### config.mk
export PLATFORM = sky130hd
export DESIGN_NAME = fetch_sequencer
export DESIGN_NICKNAME = d
export VERILOG_FILES = /design/src/rtl/fetch_sequencer.sv
export SDC_FILE = /design/constraint.sdc
export NUM_CORES = 1
export LEC_CHECK = 0
export BUFFER_PORTS_ARGS = -buffer_cell sky130_fd_sc_hd__buf_2
export CORE_MARGIN = 8
export CORE_UTILIZATION = 25
export DETAILED_ROUTE_END_ITERATION = 6
export PLACE_DENSITY_LB_ADDON = 0.2
export SETUP_SLACK_MARGIN = 0.3
export SLEW_MARGIN = 15
export SYNTH_ARGS = -nofsm -noshare
export SYNTH_HDL_FRONTEND = slang
export SYNTH_SLANG_ARGS = --single-unit
### constraint.sdc
create_clock -name i_clk -period 3.3 [get_ports i_clk]
set_clock_uncertainty 0.15 [all_clocks]
set_input_delay 0.165 -clock i_clk [delete_from_list [all_inputs] [get_ports i_clk]]
set_output_delay 0.165 -clock i_clk [all_outputs]
set_load 0.05 [all_outputs]
### src/rtl/fetch_sequencer.sv
// rtl/fetch_sequencer.sv - instruction fetch sequencer with PC, output slot, redirect and halt
//
// Owns the program counter, addresses instruction memory with it, and
// registers each returned word into a one-entry slot consumed by decode
// through a valid/ready handshake.
//
// Optional feature macro: FETCH_MISALIGN_TRAP_EN
//   defined   : a redirect with target[1:0] != 0 halts and flags o_misaligned
//   undefined : target[1:0] are cleared; o_misaligned is tied 0
//
// Ports:
//   i_clk              rising-edge clock
//   i_reset            synchronous active-high reset
//   o_imem_address     byte address to instruction memory (registered PC)
//   i_imem_instruction combinational read data for o_imem_address
//   i_redirect_valid   load a new PC this cycle
//   i_redirect_target  byte target of the redirect
//   o_out_valid        output slot holds a valid instruction
//   i_out_ready        decode accepts the slot this cycle
//   o_out_pc           byte address of o_out_instruction
//   o_out_instruction  registered instruction
//   o_halted           sequencer is in HALT
//   o_misaligned       last redirect was trapped as misaligned
//   o_fetch_count      number of accepted handshakes (wraps)

module fetch_sequencer #(
  parameter logic [63:0] RESET_PC  = 64'h0,
  parameter int          MEM_WORDS = 256
) (
  input  logic        i_clk,
  input  logic        i_reset,
  output logic [63:0] o_imem_address,
  input  logic [31:0] i_imem_instruction,
  input  logic        i_redirect_valid,
  input  logic [63:0] i_redirect_target,
  output logic        o_out_valid,
  input  logic        i_out_ready,
  output logic [63:0] o_out_pc,
  output logic [31:0] o_out_instruction,
  output logic        o_halted,
  output logic        o_misaligned,
  output logic [31:0] o_fetch_count
);

  localparam logic [63:0] LP_LIMIT = 64'(MEM_WORDS) * 64'd4;

  typedef enum logic {S_RUN, S_HALT} state_t;

  state_t      r_state;
  logic [63:0] r_pc;
  logic        r_out_valid;
  logic [63:0] r_out_pc;
  logic [31:0] r_out_instruction;
  logic        r_halted;
  logic [31:0] r_fetch_count;

  logic        w_slot_free;
  logic        w_accept;
  logic        w_in_range;
  logic [63:0] w_target;

  assign w_slot_free = !r_out_valid || i_out_ready;
  assign w_accept    = r_out_valid && i_out_ready;
  assign w_in_range  = r_pc < LP_LIMIT;
  // Instruction memory ignores address[1:0], so the PC never carries them.
  assign w_target    = i_redirect_target & ~64'h3;

`ifdef FETCH_MISALIGN_TRAP_EN
  logic r_misaligned;
  logic w_target_misaligned;

  assign w_target_misaligned = i_redirect_target[1:0] != 2'b00;
`endif

  always_ff @(posedge i_clk) begin
    if (i_reset) begin
      r_state           <= S_RUN;
      r_pc              <= RESET_PC;
      r_out_valid       <= 1'b0;
      r_out_pc          <= 64'h0;
      r_out_instruction <= 32'h0;
      r_halted          <= 1'b0;
      r_fetch_count     <= 32'h0;
`ifdef FETCH_MISALIGN_TRAP_EN
      r_misaligned      <= 1'b0;
`endif
    end else begin
      // The handshake counts even when a redirect squashes the slot.
      if (w_accept) begin
        r_fetch_count <= r_fetch_count + 32'd1;
      end

      if (i_redirect_valid) begin
        // Redirect beats fetch and halt in either state; nothing is captured.
        r_out_valid <= 1'b0;
`ifdef FETCH_MISALIGN_TRAP_EN
        if (w_target_misaligned) begin
          r_state      <= S_HALT;
          r_halted     <= 1'b1;
          r_misaligned <= 1'b1;
        end else begin
          r_pc         <= w_target;
          r_state      <= S_RUN;
          r_halted     <= 1'b0;
          r_misaligned <= 1'b0;
        end
`else
        r_pc     <= w_target;
        r_state  <= S_RUN;
        r_halted <= 1'b0;
`endif
      end else begin
        case (r_state)
          S_RUN: begin
            if (w_slot_free) begin
              if (w_in_range) begin
                r_out_instruction <= i_imem_instruction;
                r_out_pc          <= r_pc;
                r_out_valid       <= 1'b1;
                r_pc              <= r_pc + 64'd4;
              end else begin
                r_out_valid <= 1'b0;
                r_state     <= S_HALT;
                r_halted    <= 1'b1;
              end
            end
          end
          S_HALT: begin
            r_out_valid <= 1'b0;
          end
          default: begin
            r_state <= S_RUN;
          end
        endcase
      end
    end
  end

  assign o_imem_address    = r_pc;
  assign o_out_valid       = r_out_valid;
  assign o_out_pc          = r_out_pc;
  assign o_out_instruction = r_out_instruction;
  assign o_halted          = r_halted;
  assign o_fetch_count     = r_fetch_count;
`ifdef FETCH_MISALIGN_TRAP_EN
  assign o_misaligned      = r_misaligned;
`else
  assign o_misaligned      = 1'b0;
`endif

endmodule

Word-level counts from Yosys, hierarchy flattened:

Index checks and enable logic that the tools add are counted.

* equality and inequality tests: 2
* $add $sub $neg: 2
* shifts and indexed selects: 0
* mux-type cells: 10
* reductions and logical operators: 10
* divide/modulo/power cells: 0
* $mul: 0
* magnitude comparators: 1
* bitwise logic cells: 3

Operators with widths (number)
* $mux W64: 4
* $add A64 B3 Y64 const B: 1
* $lt A64 B11 Y1 const B: 1
* $add A32 B1 Y32 const B: 1
* $reduce_and A3 Y1: 3
* $mux W1: 5
* $ne A2 B2 Y1 const B: 2
* $reduce_and A4 Y1: 1
* $reduce_bool A2 Y1: 2
* $not A1 Y1: 3
* $pmux W1 S2: 1
* $reduce_or A2 Y1: 1
* $logic_and A1 B1 Y1: 1
* $logic_not A1 Y1: 1
* $logic_or A1 B1 Y1: 1

* input bits: 100
* logic and storage cells: 36
* flip-flop bits (word level): 195
* memories kept: 0
* output and inout port bits: 195
* RAM bits: 0
* memory bits (read-only): 0
* latch bits: 0

Logic depth before layout (Yosys ltp):

Gate-level depths: netlist (run 1).

* depth after elaboration: 5
* mapped depth: 8
* depth with buffers taken out: 7

Worst setup path before layout (run 1):

No wires, ideal clock.

* path kind: flip-flop to flip-flop
* start point: reg r_pc[58], in the netlist o_imem_address[58]
* end point: reg r_out_pc[13], in the netlist o_out_pc[13]
* data required time: 3.035 ns
* path slack: 0.976 ns
* cell stages (with the launch flop): 9
* buffers on the path: 2
* period minus slack after synthesis: 2.324 ns
* data arrival time: 2.059 ns
* cell sequence: dfxtp_1 -> nor4_1 -> nand4_1 -> nor4_4 -> and2b_1 -> buf_4 -> nor2_4 -> buf_6 -> and2_1

* longest elaborated chain between the ends: 2

RTL lines
* start, declared: RTL line 50 `logic [63:0] r_pc;`
* start signal, assigned: RTL line 108 `r_pc <= w_target;`
* start signal, assigned: RTL line 120 `r_pc <= r_pc + 64'd4;`
* $lt A64 B11 Y1: RTL line 64 `assign w_in_range = r_pc < LP_LIMIT;`
* $reduce_and A4 Y1 (no line)
* end signal, assigned: RTL line 118 `r_out_pc <= r_pc;`
* end, declared: RTL line 52 `logic [63:0] r_out_pc;`

Every way passes these cells.
A chain may end at the register's enable or synchronous reset.

Final worst setup path (run 1):

* start point: reg r_pc[27], in the netlist o_imem_address[27]
* end point: reg r_out_instruction[9], in the netlist o_out_instruction[9]

* longest elaborated chain between the ends: 2

RTL lines
* $lt A64 B11 Y1: RTL line 64
* $reduce_and A4 Y1 (no line)
* end signal, assigned: RTL line 117 `r_out_instruction <= i_imem_instruction;`
* end, declared: RTL line 53 `logic [31:0] r_out_instruction;`

Every way passes these cells.

==> impl_table.tex, run 1 <==
\begin{tabular}{lr}
\hline
Metric & Value \\
\hline
\multicolumn{2}{l}{\textbf{Pwr}} \\
Worst ir drop on vdd & between 0.0002 and 0.00025 V \\
Net Sw Power & about 1.5 mW \\
Lkg Pwr & between 4 and 5 nW \\
Power Density & about 500 nW/um\^{}2 \\
Internal power component & around 3.6 mW \\
Share of total power in combinational logic & a little over a tenth \\
Reg power frac & 47.1\% \\
Switching portion of total power & between 20 and 30\% \\
Proportion of power drawn by the clock network & 42.2\% \\
\multicolumn{2}{l}{\textbf{Placed design}} \\
Dpl cell area & around 8600 sq um \\
Number of port buffers & approximately 290 \\
Placed wire-length estimate after detailed placement & about 16 mm \\
Final RePlAce weighted congestion & slightly below 0.8 \\
\multicolumn{2}{l}{\textbf{Worst hold path}} \\
Hold-critical path depth & 4 \\
Launch instance of the worst min-delay path & i\_out\_ready \\
Min-Delay Path Class & input pin to flop \\
Hold worst-path end & r\_state\$\_SDFF\_PP0\_ \\
\multicolumn{2}{l}{\textbf{Cells and area}} \\
Layout Cell Area excl Fill & 10,100 sq um \\
Ant. Diodes & 0 \\
Final design utilization & between 30\% and 40\% \\
Relative area change from synthesis to final layout & 47.9\% \\
Share of post-route cells with drive strength above 1 & a little over 30\% \\
Number of nets in the finished design & $\sim$1,200 \\
\multicolumn{2}{l}{\textbf{Yosys}} \\
Number of distinct library cells after synthesis & 34 \\
Ranking of synthesized cells by area & sky130\_fd\_sc\_hd\_\_dfxtp\_1 (56\%), sky130\_fd\_sc\_hd\_\_mux2i\_1 (8.2\%), sky130\_fd\_sc\_hd\_\_nor2\_1 (5.5\%) \\
Library cell with the highest instance count after synthesis & sky130\_fd\_sc\_hd\_\_dfxtp\_1 \\
Most used DFF post-synth & sky130\_fd\_sc\_hd\_\_dfxtp\_1 \\
Dominant cell type by area after synthesis & sky130\_fd\_sc\_hd\_\_dfxtp\_1 \\
Post-Synthesis Cells & 718 \\
Most frequent cells after synthesis & sky130\_fd\_sc\_hd\_\_dfxtp\_1 (191), sky130\_fd\_sc\_hd\_\_nor2\_1 (101), sky130\_fd\_sc\_hd\_\_nand2\_1 (96) \\
Netlist area before placement & roughly 6900 sq um \\
Area share of the largest cell type after synthesis & between 50\% and 60\% \\
Synthesized area divided by synthesized cell count & around 9.5 sq um \\
Post-synthesis async set-or-reset flop share & 0\% \\
Sequential-to-total area share from yosys stat & between 50\% and 60\% \\
Number of synthesized register bits & 191 \\
Synthesis Warnings & 0 \\
Number of enable flip-flop cells after synthesis & 0 \\
\multicolumn{2}{l}{\textbf{Routing}} \\
DR pass1 iterations & 4 \\
Iter 0 DRT Violations & 189 \\
Routed length per placed instance & between 15 and 20 um \\
Per-cell via count in the routed design & about 4.2 \\
Remaining DRCs & 0 \\
Final wirelength & between 20 and 25 mm \\
Total vias in the final route & about 6,000 \\
Antenna Violating Nets Remaining & 0 \\
\multicolumn{2}{l}{\textbf{Clock tree}} \\
Clock network latency to the later pin of the worst-skew pair & 430 ps \\
CTS-repair resized insts & 0 \\
Clock transition at the register clock pins on the worst setup and hold paths after CTS & 80 ps \\
Number of buffers added by the clock tree synthesis step & 17 \\
Sink count of the clock tree & around 190 \\
Number of H-tree levels & 4 \\
Deepest clock path buffer count & 2 \\
CTS tree & yes \\
Root buf cell & sky130\_fd\_sc\_hd\_\_clkbuf\_16 \\
Post-CTS setup-driven buffer insertion count & 0 \\
\multicolumn{2}{l}{\textbf{Setup path}} \\
Critical Path Fanout Max & 25 \\
Slack of the worst reg-to-reg path & $\sim$650 ps \\
Type of destination of the critical path & flop \\
Path depth of the worst reg2reg path & 8 \\
CP Data Arrival Time & 2850 ps \\
Required time at the endpoint of the critical path & roughly 3500 ps \\
Reg-to-reg critical path startpoint & o\_imem\_address[27]\$\_SDFFE\_PP0P\_ \\
Worst Setup Start Kind & flop \\
Type of the setup path with the least slack & flop to flop \\
Worst reg2reg path endpoint & o\_out\_instruction[9]\$\_SDFFE\_PP0P\_ \\
\multicolumn{2}{l}{\textbf{Status}} \\
Outcome & finished, final reports clean \\
\multicolumn{2}{l}{\textbf{STA}} \\
Achievable clock frequency & between 300 and 400 MHz \\
Time the final worst path needs with I/O delays and setup & 2650 ps \\
Setup violations, final & 0 \\
Max\_slew headroom & 30.0\% \\
Hold Vio Cnt, Final & 0 \\
Total negative slack & 0 ps \\
Worst-margin pin slew & about 1000 ps \\
RSZ-0062 raised after global routing & no \\
Share of the cycle needed by the critical path after routing & approximately 80\% \\
Final Slew Violations & 0 \\
\multicolumn{2}{l}{\textbf{Global routing}} \\
Total gr overflow & 0 \\
Overall Global Routing Usage & 13.3\% \\
Initial antenna violation count & 0 \\
Wire length of the first global-routing pass & approximately 35 mm \\
Number of global-route vias before repair & approximately 6,300 \\
Maximum number of pins on one net before global-route repair & 81 \\
\multicolumn{2}{l}{\textbf{Floorplan}} \\
Initial Utilization & 25.4\% \\
Number of placement rows & 60 \\
DIE HEIGHT & roughly 180 um \\
Area of the die & 33,000 sq um \\
Boundary Pins & roughly 300 \\
X dimension of the die & about 180 um \\
Core area & $\sim$27,000 sq um \\
\multicolumn{2}{l}{\textbf{Job}} \\
Number of maximum-capacitance constraint violations & 0 \\
\hline
\end{tabular}
## flip-flops by register name, indices dropped and copies added (netlist names)
register,cells
o_out_valid,1
o_halted,1
o_fetch_count,32
o_out_instruction,32
r_state,1
o_out_pc,62
o_imem_address,62
## metrics by stage
stage | power (mW) | hold WS [ps] | setup WS, ps | std cells
floorplan | 2.75 | 124 | 976 | 722
global placement | 2.91 | 218 | 623 | 1316
detailed placement | 2.91 | 223 | 607 | 1316
CTS | 5.19 | 38.0 | 568 | 1442
global route | 5.32 | 78.1 | 357 | 1442
finish | 5.08 | 50.5 | 655 | 1442
## cell usage in the layout, fill, tap and decap left out, drive strengths merged, types with 3 or more instances in the layout
cell type | netlist | final
and2 | 57 | 57
inv | 8 | 17
nand2 | 96 | 96
mux2i | 56 | 56
buf | 21 | 296
nand3 | 13 | 13
and3 | 3 | 3
nor2b | 4 | 4
xor2 | 17 | 17
o21a | 3 | 3
dfxtp | 191 | 191
nor4 | 16 | 16
or3 | 4 | 4
conb | 1 | 5
nand4 | 15 | 15
dlygate4sd3 | 0 | 94
a21oi | 48 | 48
o21ai | 6 | 6
clkbuf | 22 | 17
clkinv | 0 | 6
xnor2 | 18 | 18
nor2 | 102 | 102
nor3 | 3 | 3
and4 | 4 | 4
## final cells by class
cell class	count	area, sq um
repair buffers	390	2460
fillers	2737	16800
multi-input cells	480	2770
clock inverters	15	199
flip-flops and latches	191	3820
clock buffers	17	425
inverters	8	30.0
well taps	341	427
## logic make-up (layout without fill, tap and decap cells)
logic type | Yosys count | after routing | share of synthesized area (%)
XOR/XNOR | 35 | 35 | 4.47
other | 1 | 5 | 0.0547
multiplexers | 57 | 57 | 8.34
AO/OA/AOI/OAI | 58 | 58 | 4.40
flip-flops | 191 | 191 | 55.8
buffers and inverters | 51 | 430 | 4.07
AND/OR/NAND/NOR | 323 | 323 | 22.5
adder cells (fa/ha/maj) | 2 | 2 | 0.365
## worst max path at each step
stage / cells after the start / endpoint / from
6_report: 8 / o_out_instruction[9]$_SDFFE_PP0P_ / o_imem_address[27]$_SDFFE_PP0P_
5_1_grt: 7 / o_out_pc[5]$_SDFFE_PP0P_ / o_imem_address[39]$_SDFFE_PP0P_
4_1_cts: 7 / o_out_instruction[9]$_SDFFE_PP0P_ / o_imem_address[39]$_SDFFE_PP0P_
3_5_place_dp: 7 / o_out_instruction[9]$_SDFFE_PP0P_ / o_imem_address[39]$_SDFFE_PP0P_
3_3_place_gp: 7 / o_out_instruction[9]$_SDFFE_PP0P_ / o_imem_address[42]$_SDFFE_PP0P_
2_1_floorplan: 8 / o_out_pc[13]$_SDFFE_PP0P_ / o_imem_address[58]$_SDFFE_PP0P_
## timing repair
| action | CTS | global route |
|---|---|---|
| setup endpoints to repair | 0 | 0 |
| endpoints found under the hold margin | 94 | 0 |
| hold buffers | 94 | 0 |
## critical path: stages, from the launching register on
cell and delay [ps]:
sky130_fd_sc_hd__dfxtp_1 340, sky130_fd_sc_hd__nor4_1 630, sky130_fd_sc_hd__buf_4 230, sky130_fd_sc_hd__nand4b_1 130, sky130_fd_sc_hd__nor4_4 180, sky130_fd_sc_hd__and2b_2 340
sky130_fd_sc_hd__buf_4 340, sky130_fd_sc_hd__nand2_1 110, sky130_fd_sc_hd__a21oi_1 120
## power by group through the flow
stage	clock [mW]	sequential [mW]	combinational [mW]
3_3_place_gp	0	2.45	0.461
3_5_place_dp	0	2.45	0.462
6_report	2.14	2.39	0.546
5_1_grt	2.33	2.40	0.586
2_1_floorplan	0	2.60	0.156
4_1_cts	2.24	2.40	0.551
## layer usage
| metal | up-vias | global-route usage, % | share of wire [%] |
|---|---|---|---|
| met2 | 203 | 21.4 | 45 |
| met5 | - | 0 | 0 |
| met1 | 2705 | 16.5 | 47 |
| met3 | 17 | 4.85 | 7.3 |
| met4 | 0 | 3.64 | 1.3 |
| li1 | 3095 | - | - |
(Power assumes the default switching activity.)
==> inputs of run 2 (changes only) <==
Clock period 3.3 ns to 2.45 ns, I/O delays scaled along.
==> impl_table.tex, run 2 (synthesis results as in run 1) <==
\begin{tabular}{lr}
\hline
Metric & Value \\
\hline
\multicolumn{2}{l}{\textbf{Global routing}} \\
Number of global-route vias before repair & 6,419 (+2.6\%) \\
Total gr overflow & 0 (unchanged) \\
Overall Global Routing Usage & 13.8\% (+0.49 points) \\
Initial antenna violation count & 1 (+1) \\
Maximum number of pins on one net before global-route repair & 76 (-6.2\%) \\
Wire length of the first global-routing pass & 36.6 mm (+3.4\%) \\
\multicolumn{2}{l}{\textbf{Placed design}} \\
Placed wire-length estimate after detailed placement & 16.1 mm (+3.0\%) \\
Final RePlAce weighted congestion & 0.758 (-3.5\%) \\
Number of port buffers & 287 (unchanged) \\
Dpl cell area & 8770 sq um (+2.3\%) \\
Worst-case setup slack after placement & -157 ps (-764 ps) \\
\multicolumn{2}{l}{\textbf{STA}} \\
Max\_slew headroom & 58.6\% (+29 points) \\
RSZ-0062 raised after global routing & yes \\
Hold Vio Cnt, Final & 0 (unchanged) \\
Hold WS & 26.0 ps (-24.6 ps) \\
Setup violations, final & 0 (unchanged) \\
Share of the cycle needed by the critical path after routing & 88.5\% (+8.3 points) \\
Worst Setup Slack, final & 282 ps (-372 ps) \\
Time the final worst path needs with I/O delays and setup & 2170 ps (-478 ps) \\
Final Slew Violations & 0 (unchanged) \\
Achievable clock frequency & 461 MHz (+22\%) \\
Worst-margin pin slew & 621 ps (-429 ps) \\
\multicolumn{2}{l}{\textbf{Clock tree}} \\
Clock network latency to the later pin of the worst-skew pair & 430 ps (about the same) \\
Number of H-tree levels & 4 (unchanged) \\
CTS tree & yes \\
Deepest clock path buffer count & 2 (unchanged) \\
Root buf cell & sky130\_fd\_sc\_hd\_\_clkbuf\_16 \\
Number of buffers added by the clock tree synthesis step & 17 (unchanged) \\
Clock transition at the register clock pins on the worst setup and hold paths after CTS & 90 ps (about the same) \\
Sink count of the clock tree & 191 (unchanged) \\
\multicolumn{2}{l}{\textbf{Pwr}} \\
Power Density & 630 nW/um\^{}2 (+26\%) \\
Worst ir drop on vdd & 0.000312 V (+38\%) \\
Lkg Pwr & 5.12 nW (+8.5\%) \\
\multicolumn{2}{l}{\textbf{Floorplan}} \\
DIE HEIGHT & 182 um (unchanged) \\
Initial Utilization & 25.4\% (unchanged) \\
Area of the die & 33,000 sq um (unchanged) \\
Number of placement rows & 60 (unchanged) \\
Boundary Pins & 295 (unchanged) \\
X dimension of the die & 182 um (unchanged) \\
Core area & 27,000 sq um (unchanged) \\
\multicolumn{2}{l}{\textbf{Setup path}} \\
Worst reg2reg path endpoint & o\_out\_instruction[5]\$\_SDFFE\_PP0P\_ \\
Slowest cell on the critical path & sky130\_fd\_sc\_hd\_\_dfxtp\_2 \\
Critical Path Fanout Max & 6 (-76\%) \\
Path depth of the worst reg2reg path & 9 (+1) \\
Largest stage delay, worst path & 340 ps (-290 ps) \\
Worst Setup Start Kind & flop \\
Most frequent cell on the critical path & sky130\_fd\_sc\_hd\_\_nor4\_4 \\
Reg-to-reg critical path startpoint & o\_imem\_address[53]\$\_SDFFE\_PP0P\_ \\
Critical Path, Cell by Cell & nor4\_4 -> nand4\_1 -> buf\_4 -> nor4\_4 -> and2b\_4 -> buf\_6 -> clkbuf\_16 -> nand2\_1 -> a21oi\_2 \\
Type of the setup path with the least slack & flop to flop \\
Required time at the endpoint of the critical path & 2670 ps (-840 ps) \\
CP Data Arrival Time & 2380 ps (-470 ps) \\
Slack of the worst reg-to-reg path & 280 ps (-370 ps) \\
Type of destination of the critical path & flop \\
\multicolumn{2}{l}{\textbf{Cells and area}} \\
Most frequent standard cell in the layout excluding fill and tap cells & sky130\_fd\_sc\_hd\_\_buf\_2 \\
Relative area change from synthesis to final layout & 60.9\% \\
Ant. Diodes & 0 (unchanged) \\
Commonest non-fill, non-tap cells in the layout & sky130\_fd\_sc\_hd\_\_buf\_2 (285), sky130\_fd\_sc\_hd\_\_dfxtp\_1 (133), sky130\_fd\_sc\_hd\_\_nor2\_1 (101), sky130\_fd\_sc\_hd\_\_dlygate4sd3\_1 (97), sky130\_fd\_sc\_hd\_\_nand2\_1 (81) \\
Total of fill cells in the finished design & 2,691 (-1.7\%) \\
Layout Cell Area excl Fill & 11,000 sq um (+8.8\%) \\
Number of nets in the finished design & 1,224 (+2.9\%) \\
Share of post-route cells with drive strength above 1 & 44.0\% (+14 points) \\
\multicolumn{2}{l}{\textbf{Worst hold path}} \\
Hold worst-path end & o\_imem\_address[7]\$\_SDFFE\_PP0P\_ \\
Min-Delay Path Class & input pin to flop \\
Launch instance of the worst min-delay path & i\_redirect\_valid \\
Hold-critical path depth & 2 (-2) \\
\multicolumn{2}{l}{\textbf{Routing}} \\
Routed length per placed instance & 15.9 um (+3.3\%) \\
Final wirelength & 23.4 mm (+5.8\%) \\
Iter 0 DRT Violations & 222 (+17\%) \\
Remaining DRCs & 0 (unchanged) \\
DR pass1 iterations & 4 (unchanged) \\
Total vias in the final route & 6,242 (+3.7\%) \\
Per-cell via count in the routed design & 4.23 (+1.3\%) \\
Antenna Violating Nets Remaining & 0 (unchanged) \\
\multicolumn{2}{l}{\textbf{Job}} \\
Number of maximum-capacitance constraint violations & 0 (unchanged) \\
\multicolumn{2}{l}{\textbf{Status}} \\
Outcome & finished, final reports clean \\
\hline
\end{tabular}
## run 2: cell types whose count changed in the layout (fill, tap and decap cells not counted), moves of 9 or more
| cell | before | now |
|---|---|---|
| sky130_fd_sc_hd__dfxtp_2 | 0 | 44 |
| sky130_fd_sc_hd__a21oi_1 | 48 | 27 |
| sky130_fd_sc_hd__buf_4 | 10 | 23 |
| sky130_fd_sc_hd__nand2_4 | 0 | 9 |
| sky130_fd_sc_hd__and2_1 | 57 | 33 |
| sky130_fd_sc_hd__and2_4 | 0 | 24 |
| sky130_fd_sc_hd__dfxtp_1 | 191 | 133 |
| sky130_fd_sc_hd__a21oi_2 | 0 | 21 |
| sky130_fd_sc_hd__nand2_1 | 96 | 81 |
| sky130_fd_sc_hd__nor4_1 | 15 | 4 |
| sky130_fd_sc_hd__dfxtp_4 | 0 | 14 |
## run 2: timing repair
item | in CTS | in global routing
setup endpoints to repair | 107 | 112
pin swaps | 33 | 38
buffers inserted | 14 | 5
resized for setup | 32 | 79
hold buffers | 97 | 0
hold endpoints to repair | 98 | 0
cloned | 5 | 1
## run 2: per-layer routing
metal / track usage [%] / wire [um] / vias up
li1: - / - / 3166
met1: 17.2 / 10600 / 2868
met2: 22.8 / 11100 / 194
met3: 4.45 / 1510 / 12
met4: 3.31 / 204 / 2
met5: 0 / 8 / -
## run 2: how the worst max path moves through the flow
stage / endpoint / cells past startpoint / start
final: o_out_instruction[5]$_SDFFE_PP0P_ / 9 / o_imem_address[53]$_SDFFE_PP0P_
after global routing: o_out_pc[4]$_SDFFE_PP0P_ / 10 / o_imem_address[37]$_SDFFE_PP0P_
after CTS: o_imem_address[9]$_SDFFE_PP0P_ / 10 / o_imem_address[37]$_SDFFE_PP0P_
after detailed placement: o_out_pc[46]$_SDFFE_PP0P_ / 7 / o_imem_address[63]$_SDFFE_PP0P_
after global placement: o_imem_address[9]$_SDFFE_PP0P_ / 9 / o_imem_address[63]$_SDFFE_PP0P_
after floorplan: o_out_pc[13]$_SDFFE_PP0P_ / 8 / o_imem_address[13]$_SDFFE_PP0P_
## run 2: area by class of cell
| cell class | count | area (sq um) | area share, % |
|---|---|---|---|
| clock inverter | 15 | 204 | 1.85 |
| timing repair buffer | 420 | 2810 | 25.5 |
| inverter | 8 | 30.0 | 0.272 |
| tap | 341 | 427 | 3.87 |
| clock buffer | 17 | 425 | 3.86 |
| multi-input combinational | 484 | 3190 | 29.0 |
| sequential | 191 | 3930 | 35.7 |
## run 2: report_power, final
| group | internal [mW] | leakage, nW | switching, mW |
|---|---|---|---|
| sequential | 3.17 | 1.58 | 0.0768 |
| combinational | 0.325 | 3.24 | 0.474 |
| clock | 1.42 | 0.303 | 1.48 |
## run 2: worst max-delay path, delay by kind of cell, from the launching register on
family	cells	cell delay, ps
flip-flops	1	340
AND/OR/NAND/NOR	5	1020
AO/OA/AOI/OAI	1	100
buffers and inverters	3	490
## run 2: per-stage QoR
stage,TNS [ps],total power [mW],util [%],std cells
finish,0,6.95,40.9,1476
global route,0,7.27,40.9,1476
CTS,0,7.07,39.7,1470
detailed placement,-11060,3.93,32.5,1322
global placement,-7140,3.93,32.5,1322
floorplan,0,3.72,-,722
==> inputs of run 3 (changes only) <==
Settings changed: CORE_MARGIN 8 to 10, CORE_UTILIZATION 25 to 47.
==> impl_table.tex, run 3 (synthesis results as in run 1) <==
\begin{tabular}{lr}
\hline
Metric & Value \\
\hline
\multicolumn{2}{l}{\textbf{Cells and area}} \\
Total of fill cells in the finished design & 1,031 (-62\%) \\
Commonest non-fill, non-tap cells in the layout & sky130\_fd\_sc\_hd\_\_buf\_2 (285), sky130\_fd\_sc\_hd\_\_dfxtp\_1 (134), sky130\_fd\_sc\_hd\_\_nor2\_1 (101), sky130\_fd\_sc\_hd\_\_dlygate4sd3\_1 (97), sky130\_fd\_sc\_hd\_\_nand2\_1 (96) \\
Sequential cell area in the final layout & 3930 sq um (about the same) \\
Relative area change from synthesis to final layout & 54.7\% \\
Final design utilization & 73.5\% (+33 points) \\
Share of post-route cells with drive strength above 1 & 41.9\% (-2.1 points) \\
Most frequent standard cell in the layout excluding fill and tap cells & sky130\_fd\_sc\_hd\_\_buf\_2 \\
Number of nets in the finished design & 1,216 (-0.65\%) \\
Multi-input gate area in the final layout & 3080 sq um (-3.5\%) \\
\multicolumn{2}{l}{\textbf{Worst hold path}} \\
Launch instance of the worst min-delay path & o\_out\_instruction[9]\$\_SDFFE\_PP0P\_ \\
Hold worst-path end & o\_out\_instruction[9]\$\_SDFFE\_PP0P\_ \\
Min-Delay Path Class & flop to flop \\
Hold-critical path depth & 2 (unchanged) \\
\multicolumn{2}{l}{\textbf{Global routing}} \\
Initial antenna violation count & 3 (+2) \\
Wire length of the first global-routing pass & 33.6 mm (-8.2\%) \\
Maximum number of pins on one net before global-route repair & 73 (-3.9\%) \\
Number of global-route vias before repair & 6,290 (-2.0\%) \\
Overall Global Routing Usage & 20.7\% (+6.9 points) \\
Total gr overflow & 0 (unchanged) \\
\multicolumn{2}{l}{\textbf{Setup path}} \\
Worst Setup Start Kind & flop \\
Largest stage delay, worst path & 340 ps (about the same) \\
Slowest cell on the critical path & sky130\_fd\_sc\_hd\_\_dfxtp\_2 \\
Worst reg2reg path endpoint & o\_out\_instruction[5]\$\_SDFFE\_PP0P\_ \\
Critical Path Fanout Max & 8 (+2) \\
CP Data Arrival Time & 2370 ps (about the same) \\
Required time at the endpoint of the critical path & 2640 ps (-30 ps) \\
Type of the setup path with the least slack & flop to flop \\
Critical Path, Cell by Cell & nor4\_4 -> nand4\_1 -> buf\_4 -> nor4\_4 -> and2b\_4 -> buf\_12 -> buf\_8 -> nand2\_1 -> a21oi\_1 \\
Slack of the worst reg-to-reg path & 280 ps (about the same) \\
Path depth of the worst reg2reg path & 9 (unchanged) \\
Reg-to-reg critical path startpoint & o\_imem\_address[52]\$\_SDFFE\_PP0P\_ \\
Most frequent cell on the critical path & sky130\_fd\_sc\_hd\_\_nor4\_4 \\
Type of destination of the critical path & flop \\
\multicolumn{2}{l}{\textbf{STA}} \\
Hold Vio Cnt, Final & 0 (unchanged) \\
Max\_slew headroom & 65.5\% (+6.9 points) \\
Time the final worst path needs with I/O delays and setup & 2170 ps (+5.62 ps) \\
Final Slew Violations & 0 (unchanged) \\
RSZ-0062 raised after global routing & yes \\
Worst-margin pin slew & 518 ps (-103 ps) \\
Worst Setup Slack, final & 277 ps (-5.62 ps) \\
Total negative slack & 0 ps (unchanged) \\
Achievable clock frequency & 460 MHz (-0.26\%) \\
Setup violations, final & 0 (unchanged) \\
Share of the cycle needed by the critical path after routing & 88.7\% (+0.23 points) \\
\multicolumn{2}{l}{\textbf{Routing}} \\
Antenna Violating Nets Remaining & 0 (unchanged) \\
Remaining DRCs & 0 (unchanged) \\
DR pass1 iterations & 4 (unchanged) \\
Routed length per placed instance & 16.9 um (+6.4\%) \\
Total vias in the final route & 6,296 (+0.87\%) \\
Per-cell via count in the routed design & 4.79 (+13\%) \\
Final wirelength & 22.2 mm (-5.3\%) \\
Iter 0 DRT Violations & 279 (+26\%) \\
\multicolumn{2}{l}{\textbf{Placed design}} \\
Number of port buffers & 287 (unchanged) \\
Final RePlAce weighted congestion & 0.779 (+2.8\%) \\
Placed wire-length estimate after detailed placement & 14.5 mm (-10\%) \\
Worst-case setup slack after placement & 129 ps (+287 ps) \\
\multicolumn{2}{l}{\textbf{Clock tree}} \\
Number of H-tree levels & 4 (unchanged) \\
Deepest clock path buffer count & 2 (unchanged) \\
Root buf cell & sky130\_fd\_sc\_hd\_\_clkbuf\_16 \\
Clock network latency to the later pin of the worst-skew pair & 420 ps (about the same) \\
Number of buffers added by the clock tree synthesis step & 17 (unchanged) \\
CTS tree & yes \\
Clock transition at the register clock pins on the worst setup and hold paths after CTS & 70 ps (-20 ps) \\
Sink count of the clock tree & 191 (unchanged) \\
\multicolumn{2}{l}{\textbf{Pwr}} \\
Lkg Pwr & 4.98 nW (-2.7\%) \\
Total design power & 6.76 mW (-2.7\%) \\
Power Density & 638 nW/um\^{}2 (+1.2\%) \\
Worst ir drop on vdd & 0.000458 V (+47\%) \\
\multicolumn{2}{l}{\textbf{Job}} \\
Number of maximum-capacitance constraint violations & 0 (unchanged) \\
\multicolumn{2}{l}{\textbf{Floorplan}} \\
Initial Utilization & 47.5\% (+22 points) \\
X dimension of the die & 141 um (-22\%) \\
Area of the die & 19,800 sq um (-40\%) \\
DIE HEIGHT & 141 um (-22\%) \\
Boundary Pins & 295 (unchanged) \\
Number of placement rows & 44 (-27\%) \\
Core area & 14,400 sq um (-46\%) \\
\multicolumn{2}{l}{\textbf{Status}} \\
Outcome & finished, final reports clean \\
\hline
\end{tabular}
[run 3: cell types whose count changed in the layout (fill, tap and decap cells not counted), moves of 5 or more]
cell / delta
sky130_fd_sc_hd__a21oi_1: +15
sky130_fd_sc_hd__a21oi_2: -15
sky130_fd_sc_hd__nand2_1: +15
sky130_fd_sc_hd__and2_1: -10
sky130_fd_sc_hd__and2_4: +10
sky130_fd_sc_hd__nand2_4: -9
sky130_fd_sc_hd__nand2_2: -6
sky130_fd_sc_hd__buf_6: -5
sky130_fd_sc_hd__clkinv_8: -5
[run 3: layout make-up]
cell class              count  area share (%)
clock inverters            15            1.58
inverters                   8           0.283
diodes                      3          0.0708
repair buffers            413            25.8
flip-flops and latches    191            37.1
clock buffers              17            4.01
multi-input cells         483            29.1
well taps                 184            2.17
[run 3: worst max-delay path: cells and delay by family, from the launching register on]
kind                   cells  cell delay, ps
AO/OA/AOI/OAI              1             130
AND/OR/NAND/NOR            5            1020
buffers and inverters      3             460
flip-flops                 1             340
[run 3: power by group]
part / internal [mW] / switching (mW) / total [mW] / leakage [nW]
registers: 3.17 / 0.0763 / 3.24 / 1.58
clock network: 1.46 / 1.28 / 2.74 / 0.287
logic: 0.316 / 0.464 / 0.780 / 3.12
total: 4.94 / 1.82 / 6.76 / 4.98
[run 3: metrics by stage]
| step | hold WS, ps | instances | area, sq um |
|---|---|---|---|
| after floorplan | 81.1 | 722 | 7000 |
| after global placement | 180 | 1161 | 8540 |
| after detailed placement | 190 | 1161 | 8540 |
| after CTS | 299 | 1297 | 10200 |
| after global routing | 326 | 1314 | 10600 |
| final | 302 | 1314 | 10600 |
[run 3: what timing repair did]
| action | in CTS | in global routing |
|---|---|---|
| hold endpoints to repair | 100 | 0 |
| hold buffers | 97 | 0 |
| cloned | 0 | 6 |
| setup endpoints to repair | 103 | 111 |
| buffers inserted | 7 | 8 |
| gates resized for setup | 10 | 62 |
| pin swaps | 8 | 66 |
[run 3: worst max path at each step]
stage	from	endpoint	slack, ps	depth (start not counted)
2_1_floorplan	o_imem_address[13]$_SDFFE_PP0P_	o_out_pc[13]$_SDFFE_PP0P_	280	8
3_3_place_gp	o_imem_address[24]$_SDFFE_PP0P_	o_out_pc[27]$_SDFFE_PP0P_	130	6
3_5_place_dp	o_imem_address[24]$_SDFFE_PP0P_	o_out_pc[25]$_SDFFE_PP0P_	130	6
4_1_cts	o_imem_address[24]$_SDFFE_PP0P_	o_imem_address[10]$_SDFFE_PP0P_	280	7
5_1_grt	o_imem_address[52]$_SDFFE_PP0P_	o_out_instruction[5]$_SDFFE_PP0P_	80	9
6_report	o_imem_address[52]$_SDFFE_PP0P_	o_out_instruction[5]$_SDFFE_PP0P_	280	9
[run 3: metal layers]
metal  vias up  share of wire (%)  GRT usage (%)
li1       3159                  -              -
met1      2861                 41           23.8
met2       228                 49           34.4
met3        48                7.1           6.89
met4         0                3.1           8.64
met5         -                  0              0
